`src/rtl/ysyx_23060111_wb_arb_pkg.sv`:
```
// rtl/ysyx_23060111_wb_arb_pkg.sv - shared widths and requester indices for the writeback arbiter
package ysyx_23060111_pkg;

    localparam int DEF_ADDR_WIDTH = 5;
    localparam int DEF_DATA_WIDTH = 32;

    // Requester indices, also the encoding of the round-robin pointer
    localparam logic WB_EXU = 1'b0;
    localparam logic WB_LSU = 1'b1;

endpackage

```
`src/rtl/ysyx_23060111_wb_arb_if.sv`:
```
// rtl/ysyx_23060111_wb_arb_if.sv - writeback/scoreboard bus bundle (bypass ports under YSYX_23060111_WB_BYPASS_EN)
interface ysyx_23060111_wb_arb_if
    import ysyx_23060111_pkg::*;
#(
    parameter int ADDR_WIDTH = DEF_ADDR_WIDTH,
    parameter int DATA_WIDTH = DEF_DATA_WIDTH
) ();

    // EXU writeback port
    logic                  r0_valid;
    logic                  r0_ready;
    logic [ADDR_WIDTH-1:0] r0_addr;
    logic [DATA_WIDTH-1:0] r0_data;

    // LSU writeback port
    logic                  r1_valid;
    logic                  r1_ready;
    logic [ADDR_WIDTH-1:0] r1_addr;
    logic [DATA_WIDTH-1:0] r1_data;

    // IDU issue and hazard queries
    logic                  iss_valid;
    logic [ADDR_WIDTH-1:0] iss_rd;
    logic [ADDR_WIDTH-1:0] q_rs1;
    logic [ADDR_WIDTH-1:0] q_rs2;
    logic [ADDR_WIDTH-1:0] q_rd;
    logic                  busy_rs1;
    logic                  busy_rs2;
    logic                  busy_rd;

    // Register-file write port
    logic                  rf_wen;
    logic [ADDR_WIDTH-1:0] rf_waddr;
    logic [DATA_WIDTH-1:0] rf_wdata;

`ifdef YSYX_23060111_WB_BYPASS_EN
    logic                  byp_rs1_hit;
    logic                  byp_rs2_hit;
    logic [DATA_WIDTH-1:0] byp_data;
`endif

    // Producers, IDU and register file side
    modport master (
        output r0_valid, r0_addr, r0_data, input r0_ready,
        output r1_valid, r1_addr, r1_data, input r1_ready,
        output iss_valid, iss_rd, q_rs1, q_rs2, q_rd,
        input  busy_rs1, busy_rs2, busy_rd,
`ifdef YSYX_23060111_WB_BYPASS_EN
        input  byp_rs1_hit, byp_rs2_hit, byp_data,
`endif
        input  rf_wen, rf_waddr, rf_wdata
    );

    // Arbiter side
    modport slave (
        input  r0_valid, r0_addr, r0_data, output r0_ready,
        input  r1_valid, r1_addr, r1_data, output r1_ready,
        input  iss_valid, iss_rd, q_rs1, q_rs2, q_rd,
        output busy_rs1, busy_rs2, busy_rd,
`ifdef YSYX_23060111_WB_BYPASS_EN
        output byp_rs1_hit, byp_rs2_hit, byp_data,
`endif
        output rf_wen, rf_waddr, rf_wdata
    );

endinterface

```
`src/rtl/ysyx_23060111_wb_arb_sb.sv`:
```
// rtl/ysyx_23060111_wb_arb_sb.sv - register busy-bit scoreboard (query masking under YSYX_23060111_WB_BYPASS_EN)
module ysyx_23060111_wb_sb
    import ysyx_23060111_pkg::*;
#(
    parameter int ADDR_WIDTH = DEF_ADDR_WIDTH
) (
    input  logic                  clk,
    input  logic                  rst_n,
    input  logic                  set_en,
    input  logic [ADDR_WIDTH-1:0] set_idx,
    input  logic                  clr_en,
    input  logic [ADDR_WIDTH-1:0] clr_idx,
    input  logic [ADDR_WIDTH-1:0] q_rs1,
    input  logic [ADDR_WIDTH-1:0] q_rs2,
    input  logic [ADDR_WIDTH-1:0] q_rd,
    output logic                  busy_rs1,
    output logic                  busy_rs2,
    output logic                  busy_rd
);

    localparam int NREG = 2 ** ADDR_WIDTH;

    logic [NREG-1:0] busy_q;
    logic [NREG-1:0] busy_d;

    // Next busy vector: clear first so an issue to the same index wins; x0 never busy
    always_comb begin
        busy_d = busy_q;
        if (clr_en) begin
            busy_d[clr_idx] = 1'b0;
        end
        if (set_en && (set_idx != '0)) begin
            busy_d[set_idx] = 1'b1;
        end
        busy_d[0] = 1'b0;
    end

    // Busy-bit storage
    always_ff @(posedge clk) begin
        if (!rst_n) begin
            busy_q <= '0;
        end else begin
            busy_q <= busy_d;
        end
    end

    // Queries see state only; with bypass, the index being written this cycle reads free
    always_comb begin
        busy_rs1 = busy_q[q_rs1];
        busy_rs2 = busy_q[q_rs2];
        busy_rd  = busy_q[q_rd];
`ifdef YSYX_23060111_WB_BYPASS_EN
        if (clr_en && (q_rs1 == clr_idx)) busy_rs1 = 1'b0;
        if (clr_en && (q_rs2 == clr_idx)) busy_rs2 = 1'b0;
        if (clr_en && (q_rd  == clr_idx)) busy_rd  = 1'b0;
`endif
    end

endmodule

```
`src/rtl/ysyx_23060111_wb_arb.sv`:
```
// rtl/ysyx_23060111_wb_arb.sv - EXU/LSU round-robin writeback arbiter with scoreboard (optional YSYX_23060111_WB_BYPASS_EN)
module ysyx_23060111_wb_arb
    import ysyx_23060111_pkg::*;
#(
    parameter int ADDR_WIDTH = DEF_ADDR_WIDTH,
    parameter int DATA_WIDTH = DEF_DATA_WIDTH
) (
    input  logic                    clk,
    input  logic                    rst_n,
    ysyx_23060111_wb_arb_if.slave   bus
);

    logic                  ptr_q,      ptr_d;
    logic                  rf_wen_q,   rf_wen_d;
    logic [ADDR_WIDTH-1:0] rf_waddr_q, rf_waddr_d;
    logic [DATA_WIDTH-1:0] rf_wdata_q, rf_wdata_d;

    logic                  gnt0;
    logic                  gnt1;

    // Grant: the pointer only matters when both producers are valid
    always_comb begin
        gnt0 = bus.r0_valid && (!bus.r1_valid || (ptr_q == WB_EXU));
        gnt1 = bus.r1_valid && (!bus.r0_valid || (ptr_q == WB_LSU));
    end

    // No backpressure downstream, so ready is just the grant, gated off in reset
    assign bus.r0_ready = rst_n && gnt0;
    assign bus.r1_ready = rst_n && gnt1;

    // Next pointer and write stage; x0 transfers complete but never enable the write
    always_comb begin
        ptr_d      = ptr_q;
        rf_wen_d   = 1'b0;
        rf_waddr_d = rf_waddr_q;
        rf_wdata_d = rf_wdata_q;
        if (gnt0) begin
            ptr_d      = WB_LSU;
            rf_wen_d   = (bus.r0_addr != '0);
            rf_waddr_d = bus.r0_addr;
            rf_wdata_d = bus.r0_data;
        end else if (gnt1) begin
            ptr_d      = WB_EXU;
            rf_wen_d   = (bus.r1_addr != '0);
            rf_waddr_d = bus.r1_addr;
            rf_wdata_d = bus.r1_data;
        end
    end

    // Pointer and registered write port
    always_ff @(posedge clk) begin
        if (!rst_n) begin
            ptr_q      <= WB_EXU;
            rf_wen_q   <= 1'b0;
            rf_waddr_q <= '0;
            rf_wdata_q <= '0;
        end else begin
            ptr_q      <= ptr_d;
            rf_wen_q   <= rf_wen_d;
            rf_waddr_q <= rf_waddr_d;
            rf_wdata_q <= rf_wdata_d;
        end
    end

    assign bus.rf_wen   = rf_wen_q;
    assign bus.rf_waddr = rf_waddr_q;
    assign bus.rf_wdata = rf_wdata_q;

    ysyx_23060111_wb_sb #(
        .ADDR_WIDTH (ADDR_WIDTH)
    ) u_sb (
        .clk      (clk),
        .rst_n    (rst_n),
        .set_en   (bus.iss_valid),
        .set_idx  (bus.iss_rd),
        .clr_en   (rf_wen_q),
        .clr_idx  (rf_waddr_q),
        .q_rs1    (bus.q_rs1),
        .q_rs2    (bus.q_rs2),
        .q_rd     (bus.q_rd),
        .busy_rs1 (bus.busy_rs1),
        .busy_rs2 (bus.busy_rs2),
        .busy_rd  (bus.busy_rd)
    );

`ifdef YSYX_23060111_WB_BYPASS_EN
    assign bus.byp_rs1_hit = rf_wen_q && (bus.q_rs1 == rf_waddr_q);
    assign bus.byp_rs2_hit = rf_wen_q && (bus.q_rs2 == rf_waddr_q);
    assign bus.byp_data    = rf_wdata_q;
`endif

endmodule

```
`src/flat_wrapper.sv`:
```
// flat-port wrapper written by rule: the top's interface ports become plain ports
module ysyx_23060111_wb_arb_flat import ysyx_23060111_pkg::*;
#(
    parameter int ADDR_WIDTH = DEF_ADDR_WIDTH,
    parameter int DATA_WIDTH = DEF_DATA_WIDTH
)
  (clk, rst_n, bus_r0_valid, bus_r0_addr, bus_r0_data, bus_r0_ready, bus_r1_valid, bus_r1_addr, bus_r1_data, bus_r1_ready, bus_iss_valid, bus_iss_rd, bus_q_rs1, bus_q_rs2, bus_q_rd, bus_busy_rs1, bus_busy_rs2, bus_busy_rd, bus_rf_wen, bus_rf_waddr, bus_rf_wdata);
  ysyx_23060111_wb_arb_if #(.ADDR_WIDTH(ADDR_WIDTH), .DATA_WIDTH(DATA_WIDTH)) bus_i ();
  input  logic clk;
  input  logic rst_n;
  input wire logic [$bits(bus_i.r0_valid)-1:0] bus_r0_valid;
  input wire logic [$bits(bus_i.r0_addr)-1:0] bus_r0_addr;
  input wire logic [$bits(bus_i.r0_data)-1:0] bus_r0_data;
  output wire logic [$bits(bus_i.r0_ready)-1:0] bus_r0_ready;
  input wire logic [$bits(bus_i.r1_valid)-1:0] bus_r1_valid;
  input wire logic [$bits(bus_i.r1_addr)-1:0] bus_r1_addr;
  input wire logic [$bits(bus_i.r1_data)-1:0] bus_r1_data;
  output wire logic [$bits(bus_i.r1_ready)-1:0] bus_r1_ready;
  input wire logic [$bits(bus_i.iss_valid)-1:0] bus_iss_valid;
  input wire logic [$bits(bus_i.iss_rd)-1:0] bus_iss_rd;
  input wire logic [$bits(bus_i.q_rs1)-1:0] bus_q_rs1;
  input wire logic [$bits(bus_i.q_rs2)-1:0] bus_q_rs2;
  input wire logic [$bits(bus_i.q_rd)-1:0] bus_q_rd;
  output wire logic [$bits(bus_i.busy_rs1)-1:0] bus_busy_rs1;
  output wire logic [$bits(bus_i.busy_rs2)-1:0] bus_busy_rs2;
  output wire logic [$bits(bus_i.busy_rd)-1:0] bus_busy_rd;
  output wire logic [$bits(bus_i.rf_wen)-1:0] bus_rf_wen;
  output wire logic [$bits(bus_i.rf_waddr)-1:0] bus_rf_waddr;
  output wire logic [$bits(bus_i.rf_wdata)-1:0] bus_rf_wdata;
  assign bus_i.r0_valid = bus_r0_valid;
  assign bus_i.r0_addr = bus_r0_addr;
  assign bus_i.r0_data = bus_r0_data;
  assign bus_r0_ready = bus_i.r0_ready;
  assign bus_i.r1_valid = bus_r1_valid;
  assign bus_i.r1_addr = bus_r1_addr;
  assign bus_i.r1_data = bus_r1_data;
  assign bus_r1_ready = bus_i.r1_ready;
  assign bus_i.iss_valid = bus_iss_valid;
  assign bus_i.iss_rd = bus_iss_rd;
  assign bus_i.q_rs1 = bus_q_rs1;
  assign bus_i.q_rs2 = bus_q_rs2;
  assign bus_i.q_rd = bus_q_rd;
  assign bus_busy_rs1 = bus_i.busy_rs1;
  assign bus_busy_rs2 = bus_i.busy_rs2;
  assign bus_busy_rd = bus_i.busy_rd;
  assign bus_rf_wen = bus_i.rf_wen;
  assign bus_rf_waddr = bus_i.rf_waddr;
  assign bus_rf_wdata = bus_i.rf_wdata;
  ysyx_23060111_wb_arb #(.ADDR_WIDTH(ADDR_WIDTH), .DATA_WIDTH(DATA_WIDTH)) u_core (.clk(clk), .rst_n(rst_n), .bus(bus_i));
endmodule
```
`config.mk`:
```
export PLATFORM = sky130hd
export DESIGN_NAME = ysyx_23060111_wb_arb_flat
export DESIGN_NICKNAME = d
export VERILOG_FILES = /design/src/rtl/ysyx_23060111_wb_arb_pkg.sv /design/src/rtl/ysyx_23060111_wb_arb_if.sv /design/src/rtl/ysyx_23060111_wb_arb_sb.sv /design/src/rtl/ysyx_23060111_wb_arb.sv /design/src/flat_wrapper.sv
export SDC_FILE = /design/constraint.sdc
export NUM_CORES = 1
export LEC_CHECK = 0
export BUFFER_PORTS_ARGS = -buffer_cell sky130_fd_sc_hd__buf_4
export CORE_ASPECT_RATIO = 1.5
export CORE_MARGIN = 10
export CORE_UTILIZATION = 45
export CTS_BUF_LIST = sky130_fd_sc_hd__clkbuf_8 sky130_fd_sc_hd__clkbuf_16
export DETAILED_ROUTE_END_ITERATION = 8
export PLACE_DENSITY = 0.69
export SYNTH_ARGS = -nofsm -noshare
export SYNTH_HDL_FRONTEND = slang
export SYNTH_HIERARCHICAL = 1
export SYNTH_SLANG_ARGS = --single-unit
```
`constraint.sdc`:
```
create_clock -name clk -period 1.41 [get_ports clk]
set_clock_uncertainty 0.05 [all_clocks]
set_input_delay 0.141 -clock clk [delete_from_list [all_inputs] [get_ports clk]]
set_output_delay 0.141 -clock clk [all_outputs]
set_load 0.01 [all_outputs]
```
==> impl_metrics.py <==
metrics = {
    "run_status": {
        "run_status": "complete, but fails checks",
        "violations_in_the_final_reports": "setup timing",
    },
    "sta": {
        "maxSlewViolCount": 0,
        "rsz0062_at_grt": "true",
        "finalHoldViolCount": 0,
        "actual_slew_at_the_worst_max_slew_pin_ns": 0.455,
        "fin_crit_ns": 1.92,
        "report.final.setup_viol": 3,
        "timing.final.crit_share_pct": 136,
        "slew_headroom_pct": 69.6,
        "timing.fmax_ghz": 0.521,
        "final_critical_path_setup_slack_ns": -0.509,
    },
    "flow_run": {
        "maxCapViolCount": 0,
    },
    "routing": {
        "drtIter0Drc": 186,
        "m1WireLength_mm": 5.41,
        "avgViaCountPerCell": 6.03,
        "routed-wl-met2_mm": 7.84,
        "ant_nets": 0,
        "top_signal_layer_used": "met4",
        "num_vias": 4383,
        "route.detailed.drc": 0,
        "detail_route.first_pass.iterations": 4,
        "post_drt_wl_per_cell_um": 21.0,
        "totalWireLength_mm": 15.2,
        "met3_length_mm": 1.41,
    },
    "synthesis": {
        "ys_types": 40,
        "postSynthRegisterBits": 70,
        "synth.avg_cell_area_um2": 9.72,
        "synth_nets": 552,
        "synth_sequential_area_ratio_pct": 31.8,
        "synth-warning-count": 6,
        "postSynthCellCount": 453,
        "synthesis.area_mm2": 0.00440,
    },
    "clock_tree": {
        "ctsHtreeMaxLevel": 3,
        "cts.reportedPaths.clkPinSlew_ns": 0.06,
        "clkLatencyLatePin_ns": 0.33,
        "clk_root_buffer_cell": "clkbuf_16",
        "numClockSinks": 70,
        "clock_tree_from_tritoncts": "done",
        "clock_path_buffers": 2,
        "cts-buffers-inserted": 9,
        "cts_hold_repair.buffers": 0,
    },
    "setup_path": {
        "critical_path_required_ns": 1.22,
        "setup.worst_path.end_class": "output port",
        "cp_slowest_stage_delay_ns": 0.45,
        "setup.worst_path.class": "flip-flop to output port",
        "critical_path.n_buffers_inverters": 1,
        "setup.worst_path.start_class": "flip-flop",
        "worstPathCellList": "mux4_2, nand2b_4, o211ai_1, nand4_1, buf_4",
        "timing.critical_path.arrival_ns": 1.73,
        "worst-path-max-fanout": 4,
        "critical-path-top-delay-family": "multiplexers",
        "critPathSlowestCell": "mux4_2",
    },
    "floorplan": {
        "io_pins": 142,
        "placementRows": 44,
        "fp.coreArea_mm2": 0.00963,
        "die_h_um": 141,
        "chipWidth_um": 101,
        "initial_standard_cell_utilization_of_the_core_pct": 45.7,
        "die_area_mm2": 0.0142,
    },
    "cells_and_area": {
        "final_cell_mix": "176 x buf_4, 63 x dfxtp_1, 41 x nand2_1",
        "num-nets-final": 706,
        "syn2layout_area_growth_pct": 38.2,
        "n_antenna_cell": 0,
        "share_of_the_core_filled_with_cells_in_the_final_layout_pct": 63.2,
        "final.fill_count": 860,
        "layout.cells.most_common": "buf_4",
        "fin_cells": 727,
        "layout-drive-gt1-share_pct": 43.0,
    },
    "power_and_ir_drop": {
        "vdd.ir_drop.worst_mv": 0.645,
        "p_per_area_mw_per_mm2": 944,
        "reported_leakage_power_uw": 0.00254,
    },
    "global_routing": {
        "grt_max_degree": 38,
        "grt_pass1_vias": 4716,
        "gr-total-overflow": 0,
        "initial_antenna_violation_count": 0,
        "grt_pass1_wl_mm": 24.2,
        "grt_usage_pct": 21.1,
    },
    "placement": {
        "post_dp_hpwl_mm": 12.1,
        "buffer_ports.inserted": 141,
        "gp_congestion": 0.948,
        "placed_cells_incl_taps": 710,
    },
    "worst_hold_path": {
        "hold_path_class": "primary input to flip-flop",
    },
}
-- power breakdown --
group | internal, uW | switching (uW)
Clock | 1450 | 826
Combinational | 723 | 598
Sequential | 2090 | 64.1
Total | 4260 | 1490
-- final cells by class --
class	count	area (um2)	share of cell area, %
multi-input combinational	342	2820	46.3
sequential	70	1410	23.2
timing repair buffer	180	1390	22.9
clock buffer	11	253	4.15
tap	115	144	2.36
clock inverter	5	48.8	0.802
inverter	4	17.5	0.288
-- worst paths after layout --
| check | cells past startpoint | startpoint | to | slack [ns] |
|---|---|---|---|---|
| min | 2 | bus_r1_data[26] | u_core/bus.rf_wdata[26] | 0.03 |
| max reg2reg | 3 | u_core/bus.rf_waddr[3] | u_core/u_sb/busy_q[9] | 0.08 |
| max | 5 | u_core/u_sb/busy_q[7] | bus_busy_rs2 | -0.51 |
| min reg2reg | 2 | u_core/u_sb/busy_q[7] | u_core/u_sb/busy_q[7] | 0.45 |
-- sequential cells by signal, summed over array words and instances, names as in the netlist --
name,count
u_core/bus.rf_wdata,32
u_core/ptr_q,1
u_core/bus.rf_waddr,5
u_core/u_sb/busy_q,31
u_core/bus.rf_wen,1
-- per-layer routing --
metal  up-vias  track usage, %
li1       2069               -
met1      2092            20.8
met2       182            36.5
met3        40            8.66
met4         0            10.6
met5         -               0
-- logic make-up (layout without fill, tap and decap cells) --
group	count (synthesis)	count (layout)	synth area share [%]
DFF	70	70	31.8
and+or+nand+nor	106	106	12.4
AOI/OAI and AO/OA	163	163	29.7
buffers and inverters	41	200	5.06
muxes	73	73	21.0
-- stage by stage --
step	setup TNS, ns	worst slack [ns]	hold slack (ns)	total power, uW	cell area (um2)
floorplan	0	0.00539	0.245	2850	4400
global placement	-0.314	-0.162	0.362	3470	5720
detailed placement	-0.366	-0.163	0.368	3490	5720
CTS	-1.39	-0.509	0.0243	5790	6070
global route	-1.55	-0.571	0.0311	5990	6080
finish	-1.37	-0.509	0.0336	5750	6080
-- synth_stat cells --
| library cell | count | area [um2] |
|---|---|---|
| nand3b_1 | 5 | 37.5 |
| o21a_1 | 5 | 37.5 |
| or3_1 | 1 | 6.26 |
| and3_1 | 3 | 18.8 |
| inv_1 | 3 | 11.3 |
| mux2_2 | 27 | 304 |
| inv_4 | 1 | 6.26 |
| nor3_1 | 3 | 15.0 |
| o31a_1 | 32 | 280 |
| o221a_1 | 31 | 349 |
| nand2_1 | 41 | 154 |
| a21oi_2 | 1 | 8.76 |
| buf_6 | 6 | 67.6 |
| nor2b_1 | 6 | 37.5 |
| a22oi_1 | 6 | 45.0 |
| nand2_8 | 1 | 20.0 |
| a21oi_1 | 9 | 45.0 |
| a211oi_1 | 3 | 22.5 |
| clkbuf_1 | 16 | 60.1 |
| nand2b_1 | 8 | 50.1 |
| o221a_2 | 6 | 67.6 |
| a21boi_0 | 31 | 233 |
| mux4_2 | 9 | 203 |
| a21boi_1 | 1 | 7.51 |
| o21ai_0 | 31 | 155 |
| mux2_4 | 9 | 135 |
| or3b_2 | 2 | 17.5 |
| and3b_1 | 3 | 26.3 |
| o2111ai_1 | 3 | 26.3 |
| dfxtp_1 | 70 | 1400 |
| nor3b_1 | 4 | 30.0 |
| buf_4 | 1 | 7.51 |
| mux2_1 | 1 | 11.3 |
| buf_2 | 14 | 70.1 |
| o211ai_1 | 3 | 22.5 |
| nand4_1 | 3 | 18.8 |
| a22o_1 | 1 | 8.76 |
| mux2i_1 | 27 | 270 |
| nand3_1 | 14 | 70.1 |
| nor2_1 | 12 | 45.0 |
-- worst register-to-register path, stage by stage, from the launching register on --
cell and delay (ns):
dfxtp_1 0.35, or3b_2 0.52, o21ai_0 0.20, a21boi_0 0.10
-- timing repair --
item,CTS,global route
setup buffers,2,0
gates resized for setup,10,5
setup endpoints to repair,4,8
pin swaps,3,2
Note: power is estimated with default switching activity, not from simulation.
